[src/rtl/pipelined_adder.sv]
// Pipelined ripple adder/subtractor: WIDTH bits split into STAGES equal slices,
// one slice per stage, with a valid/ready handshake and a stall-able pipeline.
module pipelined_adder #(
  parameter int WIDTH  = 32,
  parameter int STAGES = 4
) (
  input  logic             clk_i,
  input  logic             rst_i,
  input  logic             in_valid_i,
  output logic             in_ready_o,
  input  logic [WIDTH-1:0] a_i,
  input  logic [WIDTH-1:0] b_i,
  input  logic             cin_i,
  input  logic             sub_i,
  output logic             out_valid_o,
  input  logic             out_ready_i,
  output logic [WIDTH-1:0] sum_o,
  output logic             cout_o,
  output logic             ovf_o
);

  localparam int SW = WIDTH / STAGES;

  logic             advance_s;
  logic [WIDTH-1:0] beff_s;
  logic             c0_s;

  assign advance_s  = ~out_valid_o | out_ready_i;
  assign in_ready_o = advance_s;
  assign beff_s     = sub_i ? ~b_i : b_i;
  assign c0_s       = sub_i ? 1'b1 : cin_i;

  // Stage k holds the low (k+1)*SW result bits plus the operand bits not yet added.
  for (genvar k = 0; k < STAGES; k++) begin : g_stage
    localparam int LO = k * SW;
    localparam int HI = (k + 1) * SW;

    logic [SW-1:0] a_sl_s;
    logic [SW-1:0] b_sl_s;
    logic          c_in_s;
    logic          v_in_s;
    logic [SW:0]   add_s;
    logic [HI-1:0] s_nx_s;

    logic          vld_r;
    logic          c_r;
    logic [HI-1:0] s_r;

    if (k == 0) begin : g_src
      assign a_sl_s = a_i[SW-1:0];
      assign b_sl_s = beff_s[SW-1:0];
      assign c_in_s = c0_s;
      assign v_in_s = in_valid_i;
      assign s_nx_s = add_s[SW-1:0];
    end else begin : g_src
      assign a_sl_s = g_stage[k-1].g_ops.a_r[HI-1:LO];
      assign b_sl_s = g_stage[k-1].g_ops.b_r[HI-1:LO];
      assign c_in_s = g_stage[k-1].c_r;
      assign v_in_s = g_stage[k-1].vld_r;
      assign s_nx_s = {add_s[SW-1:0], g_stage[k-1].s_r};
    end

    assign add_s = {1'b0, a_sl_s} + {1'b0, b_sl_s} + {{SW{1'b0}}, c_in_s};

    // Slice result, carry and valid advance together; all hold on a stall.
    always_ff @(posedge clk_i or posedge rst_i) begin
      if (rst_i) begin
        vld_r <= 1'b0;
        c_r   <= 1'b0;
        s_r   <= {HI{1'b0}};
      end else if (advance_s) begin
        vld_r <= v_in_s;
        c_r   <= add_s[SW];
        s_r   <= s_nx_s;
      end
    end

    if (k < STAGES - 1) begin : g_ops
      logic [WIDTH-1:HI] a_up_s;
      logic [WIDTH-1:HI] b_up_s;
      logic [WIDTH-1:HI] a_r;
      logic [WIDTH-1:HI] b_r;

      if (k == 0) begin : g_up
        assign a_up_s = a_i[WIDTH-1:HI];
        assign b_up_s = beff_s[WIDTH-1:HI];
      end else begin : g_up
        assign a_up_s = g_stage[k-1].g_ops.a_r[WIDTH-1:HI];
        assign b_up_s = g_stage[k-1].g_ops.b_r[WIDTH-1:HI];
      end

      // Delay line for the operand slices later stages still need.
      always_ff @(posedge clk_i or posedge rst_i) begin
        if (rst_i) begin
          a_r <= {(WIDTH-HI){1'b0}};
          b_r <= {(WIDTH-HI){1'b0}};
        end else if (advance_s) begin
          a_r <= a_up_s;
          b_r <= b_up_s;
        end
      end
    end

    if (k == STAGES - 1) begin : g_last
      logic ovf_s;
      logic ovf_r;

      assign ovf_s = (a_sl_s[SW-1] == b_sl_s[SW-1]) & (add_s[SW-1] != a_sl_s[SW-1]);

      // Signed overflow is only known once the top slice is added.
      always_ff @(posedge clk_i or posedge rst_i) begin
        if (rst_i) begin
          ovf_r <= 1'b0;
        end else if (advance_s) begin
          ovf_r <= ovf_s;
        end
      end
    end
  end

  assign out_valid_o = g_stage[STAGES-1].vld_r;
  assign sum_o       = g_stage[STAGES-1].s_r;
  assign cout_o      = g_stage[STAGES-1].c_r;
  assign ovf_o       = g_stage[STAGES-1].g_last.ovf_r;

endmodule

[config.mk]
export PLATFORM = sky130hd
export DESIGN_NAME = pipelined_adder
export DESIGN_NICKNAME = d
export VERILOG_FILES = /design/src/rtl/pipelined_adder.sv
export SDC_FILE = /design/constraint.sdc
export NUM_CORES = 1
export LEC_CHECK = 0
export CAP_MARGIN = 25
export CORE_MARGIN = 1.5
export CORE_UTILIZATION = 30
export CTS_BUF_LIST = sky130_fd_sc_hd__clkbuf_8
export CTS_CLUSTER_DIAMETER = 30
export DETAILED_ROUTE_END_ITERATION = 12
export GPL_TIMING_DRIVEN = 1
export SKIP_LAST_GASP = 1
export SLEW_MARGIN = 20
export SYNTH_ARGS = -nofsm -noshare
export SYNTH_HDL_FRONTEND = slang
export SYNTH_SLANG_ARGS = --single-unit
[constraint.sdc]
create_clock -name clk_i -period 8.7 [get_ports clk_i]
set_clock_uncertainty 0.15 [all_clocks]
set_input_delay 1.305 -clock clk_i [delete_from_list [all_inputs] [get_ports clk_i]]
set_output_delay 1.305 -clock clk_i [all_outputs]
set_load 0.02 [all_outputs]
### Yosys cells after proc, flatten, opt, wreduce, memory -nomap -nowiden

Cells that the tools add are included.

* register bits after elaboration: 185
* output and inout port bits: 36
* bits of input ports: 70

* equality and inequality tests: 2
* add/sub/neg operators: 8
* multiplexer cells: 2
* bitwise operators: 4

Operator list (number)
* $add A8 B8 Y9: 4
* $add A9 B1 Y9: 4
* $mux W32: 1
* $not A32 Y32: 1
* $and A1 B1 Y1: 1
* $eq A1 B1 Y1: 1
* $mux W1: 1
* $ne A1 B1 Y1: 1
* $not A1 Y1: 1
* $or A1 B1 Y1: 1

### Logic depth before layout (Yosys ltp)

* word-level depth: 4
* mapped depth: 11
* gate-level depth less buffers: 9

### Least setup slack after synthesis

Ideal clock, no wire load.

* path type: input-to-reg
* start point: in sub_i
* end point: reg g_stage[0].s_r[6]
* cell stages on the path: 11
* path slack: 4.989 ns
* data arrival time: 3.497 ns
* path through: buf_2 -> buf_2 -> or2_2 -> fa_1 -> inv_1 -> fa_1 -> nor2b_4 -> o31a_1 -> o31a_1 -> a211oi_1 -> a21o_1

* cells in the longest elaborated chain, start to end: 3
* elaborated cells between the ends (all ways): 4

Ends and longest elaborated chain
* from (decl): line 14 `input logic sub_i,`
* $mux W32: line 30 `assign beff_s = sub_i ? ~b_i : b_i;`
* $add A8 B8 Y9: line 63 `assign add_s = {1'b0, a_sl_s} + {1'b0, b_sl_s} + {{SW{1'b0}}, c_in_s};`
* $add A9 B1 Y9 (*): line 63
* to (signal assigned): line 70 `s_r <= {HI{1'b0}};`
* to (signal assigned): line 74 `s_r <= s_nx_s;`
* to (decl): line 47 `logic [HI-1:0] s_r;`

Mark *: on every way between the ends. The rest lies on a longest branch, timed or not.
A chain may end at the register's enable or synchronous reset.

### Worst setup path after layout

* start point: in out_ready_i
* end point: out in_ready_o

* cells in the longest elaborated chain, start to end: 1

Ends and longest elaborated chain
* from (decl): line 16 `input logic out_ready_i,`
* $or A1 B1 Y1: line 28 `assign advance_s = ~out_valid_o | out_ready_i;`
* to (decl): line 10 `output logic in_ready_o,`

Every way passes these cells.

==> impl_results.md <==
* TritonCTS clock tree: done
* Rows at 60
* 1st-pass router iterations at 4
* CP required at between 7 and 8 ns
* CP Launch Type: input pin
* Count of final setup violators at 0
* DP HPWL at 10.9 mm
* Clock Tree Buf Depth at 2
* P_sw at roughly 1.4 mW
* Hold path start: g_stage[1].g_ops.b_r[30]
* Root buf cell: clkbuf_8
* Sequential share of power at 0.422
* Combinational power share at 0.410
* Final period util at 0.617
* Post-Syn Area at roughly 0.0084 mm^2
* Gr usage total at 0.127
* FF+latch count, synth at 185
* Worst-case vdd ir drop at 0.000345 V
* # diodes at 0
* Number of global-route vias before repair at roughly 6000
* Critical path startpoint: out_ready_i
* Leakage at just under 5 nW
* Max H-tree Level at 4
* Switching share of power at 0.392
* Worst-margin pin slew at ~0.95 ns
* Starting Density at 0.308
* Worst-path clk slew at 0.11 ns
* Residual DRC at 0
* Status: completed
* Die area at a little under 0.03 mm^2
* Post-Route WL at between 15 and 20 mm
* Largest net degree at the start of global routing at about 230
* R2R setup slack at 5.55 ns
* Vias at between 6000 and 7000
* Cts bufs inserted at 17
* Post-layout minimum cycle time at 5.37 ns
* Fillers at a little under 3000
* # port buffers at ~110
* Core Box Area at ~0.027 mm^2
* Initial antenna violation count at 0
* Share of post-route cells with drive strength above 1 at 0.0478
* P&R area growth vs syn at 20.9%
* Cells after Synth at roughly 910
* I/O pin cnt at about 110
* Die W at ~170 um
* Post-CTS sizing at 0
* Synth top area share at 0.553
* Avg WL per Cell at around 12 um
* Crit-path max FO at roughly 220
* Clock Sink Count at approximately 190
* Slew headroom at 0.367
* Post-CTS setup repair buffer count at 0
* Grt total ovfl at 0
* Util after Layout at 0.372
* Final nets at 1097
* Crit. End Element: output port
* Clock Latency Late Sink at between 0.4 and 0.5 ns
* Die Ht at ~170 um
* Final hold violation count at 0
* Max Cap Viol at 0
* Largest cells by area after synthesis: dfrtp_1 55%, nand2_1 19%, ha_1 4.2%, xnor2_1 2.9%, o21ai_0 2.7%
* Achievable Freq at between 0.15 and 0.2 GHz
* Hold Buf Count CTS at 0
* Final Slew Violations at 0
* Worst Hold Class: reg -> reg
* Cell taking the most area after synthesis: dfrtp_1
* Initial drt markers at between 300 and 400
* Fin Setup TNS at 0 ns
* Power per Cell Area at about 340 mW/mm^2
* Clock share of power at 0.167
* Final Wtd Congestion at roughly 0.77
* Internal at 2.10 mW
* Critical path data arrival time at approximately 3.9 ns
* RSZ-0062 raised after global routing: no
* Synth Warn # at 0
* Post-synth cell types at about 40
* FF-to-FF Start: out_valid_o
* Global-route wire length before repair at approximately 29 mm
* ANT nets after route at 0
* Vias/cell at ~4.4
* Avg Inst Size Synth at about 9.2 um^2
* Setup CP Type: in -> out
* Syn nets at approximately 1000
* Sequential fraction of the synthesis area at 0.553
-- Yosys cell counts --
master    number
xnor2_1       28
a21o_1         8
fa_1           8
o21ai_1        6
a211oi_1       9
a21oi_2        2
dfrtp_1      185
clkbuf_1      12
and2_1         2
o31ai_1        1
xor2_1        20
o211a_1        1
or2_2          1
a211oi_2       1
buf_4          1
nand3b_1       2
nor2_1        17
a311o_1        2
inv_1          6
o31ai_2        2
nand2_2        1
o311ai_2       1
nor3_1         3
inv_2          1
a31oi_1        2
nor2b_4        1
nand2b_1       2
o21a_1         5
o21bai_1       3
o21ai_0       45
a21oi_1       18
o211ai_1       1
nand3_1        3
ha_1          28
nor2b_1        1
buf_2         32
nand2_1      433
o31a_1         2
a221oi_1       3
or4_1          3
nor3b_1        6
-- final cells by class --
type                       instances  area, um^2  area share
clock buffer                      18         248      0.0245
clock inverter                    14         138      0.0136
inverter                           7        36.3     0.00359
multi-input combinational        671        3500       0.346
sequential                       185        4630       0.458
tap                              372         465      0.0460
timing repair buffer             109        1090       0.108
-- registers in the layout, summed over array words and instances (netlist names) --
signal and count:
g_stage.g_ops.a_r 48, g_stage.g_ops.b_r 48, g_stage.s_r 48, sum_o 32
g_stage.c_r 3, g_stage.vld_r 3, cout_o 1, out_valid_o 1
ovf_o 1
-- path summary, 6_finish.rpt --
| path | endpoint | cells past startpoint |
|---|---|---|
| max | in_ready_o | 5 |
| min | g_stage[2].g_ops.b_r[30] | 2 |
| max reg2reg | g_stage[1].s_r[11] | 6 |
| min reg2reg | g_stage[2].g_ops.b_r[30] | 2 |
| max in group asynchronous | g_stage[1].g_ops.b_r[22] | 3 |
| min in group asynchronous | g_stage[0].s_r[7] | 2 |
-- through the flow --
stage               worst slack, ns  hold WS [ns]  total power, mW  instances  area, um^2
floorplan                      2.22         0.280             2.47        908        8360
global placement               3.40         0.290             2.88       1344        9720
detailed placement             3.40         0.297             2.92       1344        9720
CTS                            3.40         0.320             3.51       1376       10100
global route                   3.25         0.347             3.78       1376       10100
finish                         3.33         0.318             3.46       1376       10100
-- worst max-delay path, stage by stage --
cell and delay, ns:
clkdlybuf4s50_1 0.44, nor2b_4 0.14, buf_12 0.62, inv_4 0.51, clkdlybuf4s50_1 0.68
-- cell usage in the layout (no fill, tap or decap), types with 4 or more instances in the layout --
cell type        instances
inv_1                    6
dfrtp_1                185
xnor2_1                 28
clkbuf_8                18
clkinvlp_4               4
a211oi_1                 9
fa_1                     8
a21oi_1                 18
clkdlybuf4s50_1        104
a21o_1                   8
inv_8                    4
o21ai_0                 45
o21a_1                   5
xor2_1                  20
nor2_1                  17
nor3b_1                  6
ha_1                    28
o21ai_1                  6
nand2_1                433
-- cell families (layout without fill, tap and decap cells) --
kind of cell,Yosys count,count (layout),synth area share
buf+inv,52,148,0.0286
fa+ha+maj,36,36,0.0610
flops,185,185,0.553
xor+xnor,48,48,0.0503
simple gates,475,475,0.222
compound gates,112,112,0.0844
-- routing by layer --
layer  GRT usage  wire, um  vias up
li1            -         -     3065
met1       0.174      8560     2896
met2       0.202      7830       93
met3      0.0235       540       11
met4      0.0423       197        0
met5           0         0        -
-- power groups by stage --
stage	Clock, mW	Sequential [mW]	Combinational (mW)
after floorplan	0	1.52	0.946
after global placement	0	1.48	1.40
after detailed placement	0	1.49	1.44
after CTS	0.604	1.47	1.44
after global routing	0.637	1.52	1.63
final	0.578	1.46	1.42
(Power assumes the default switching activity.)
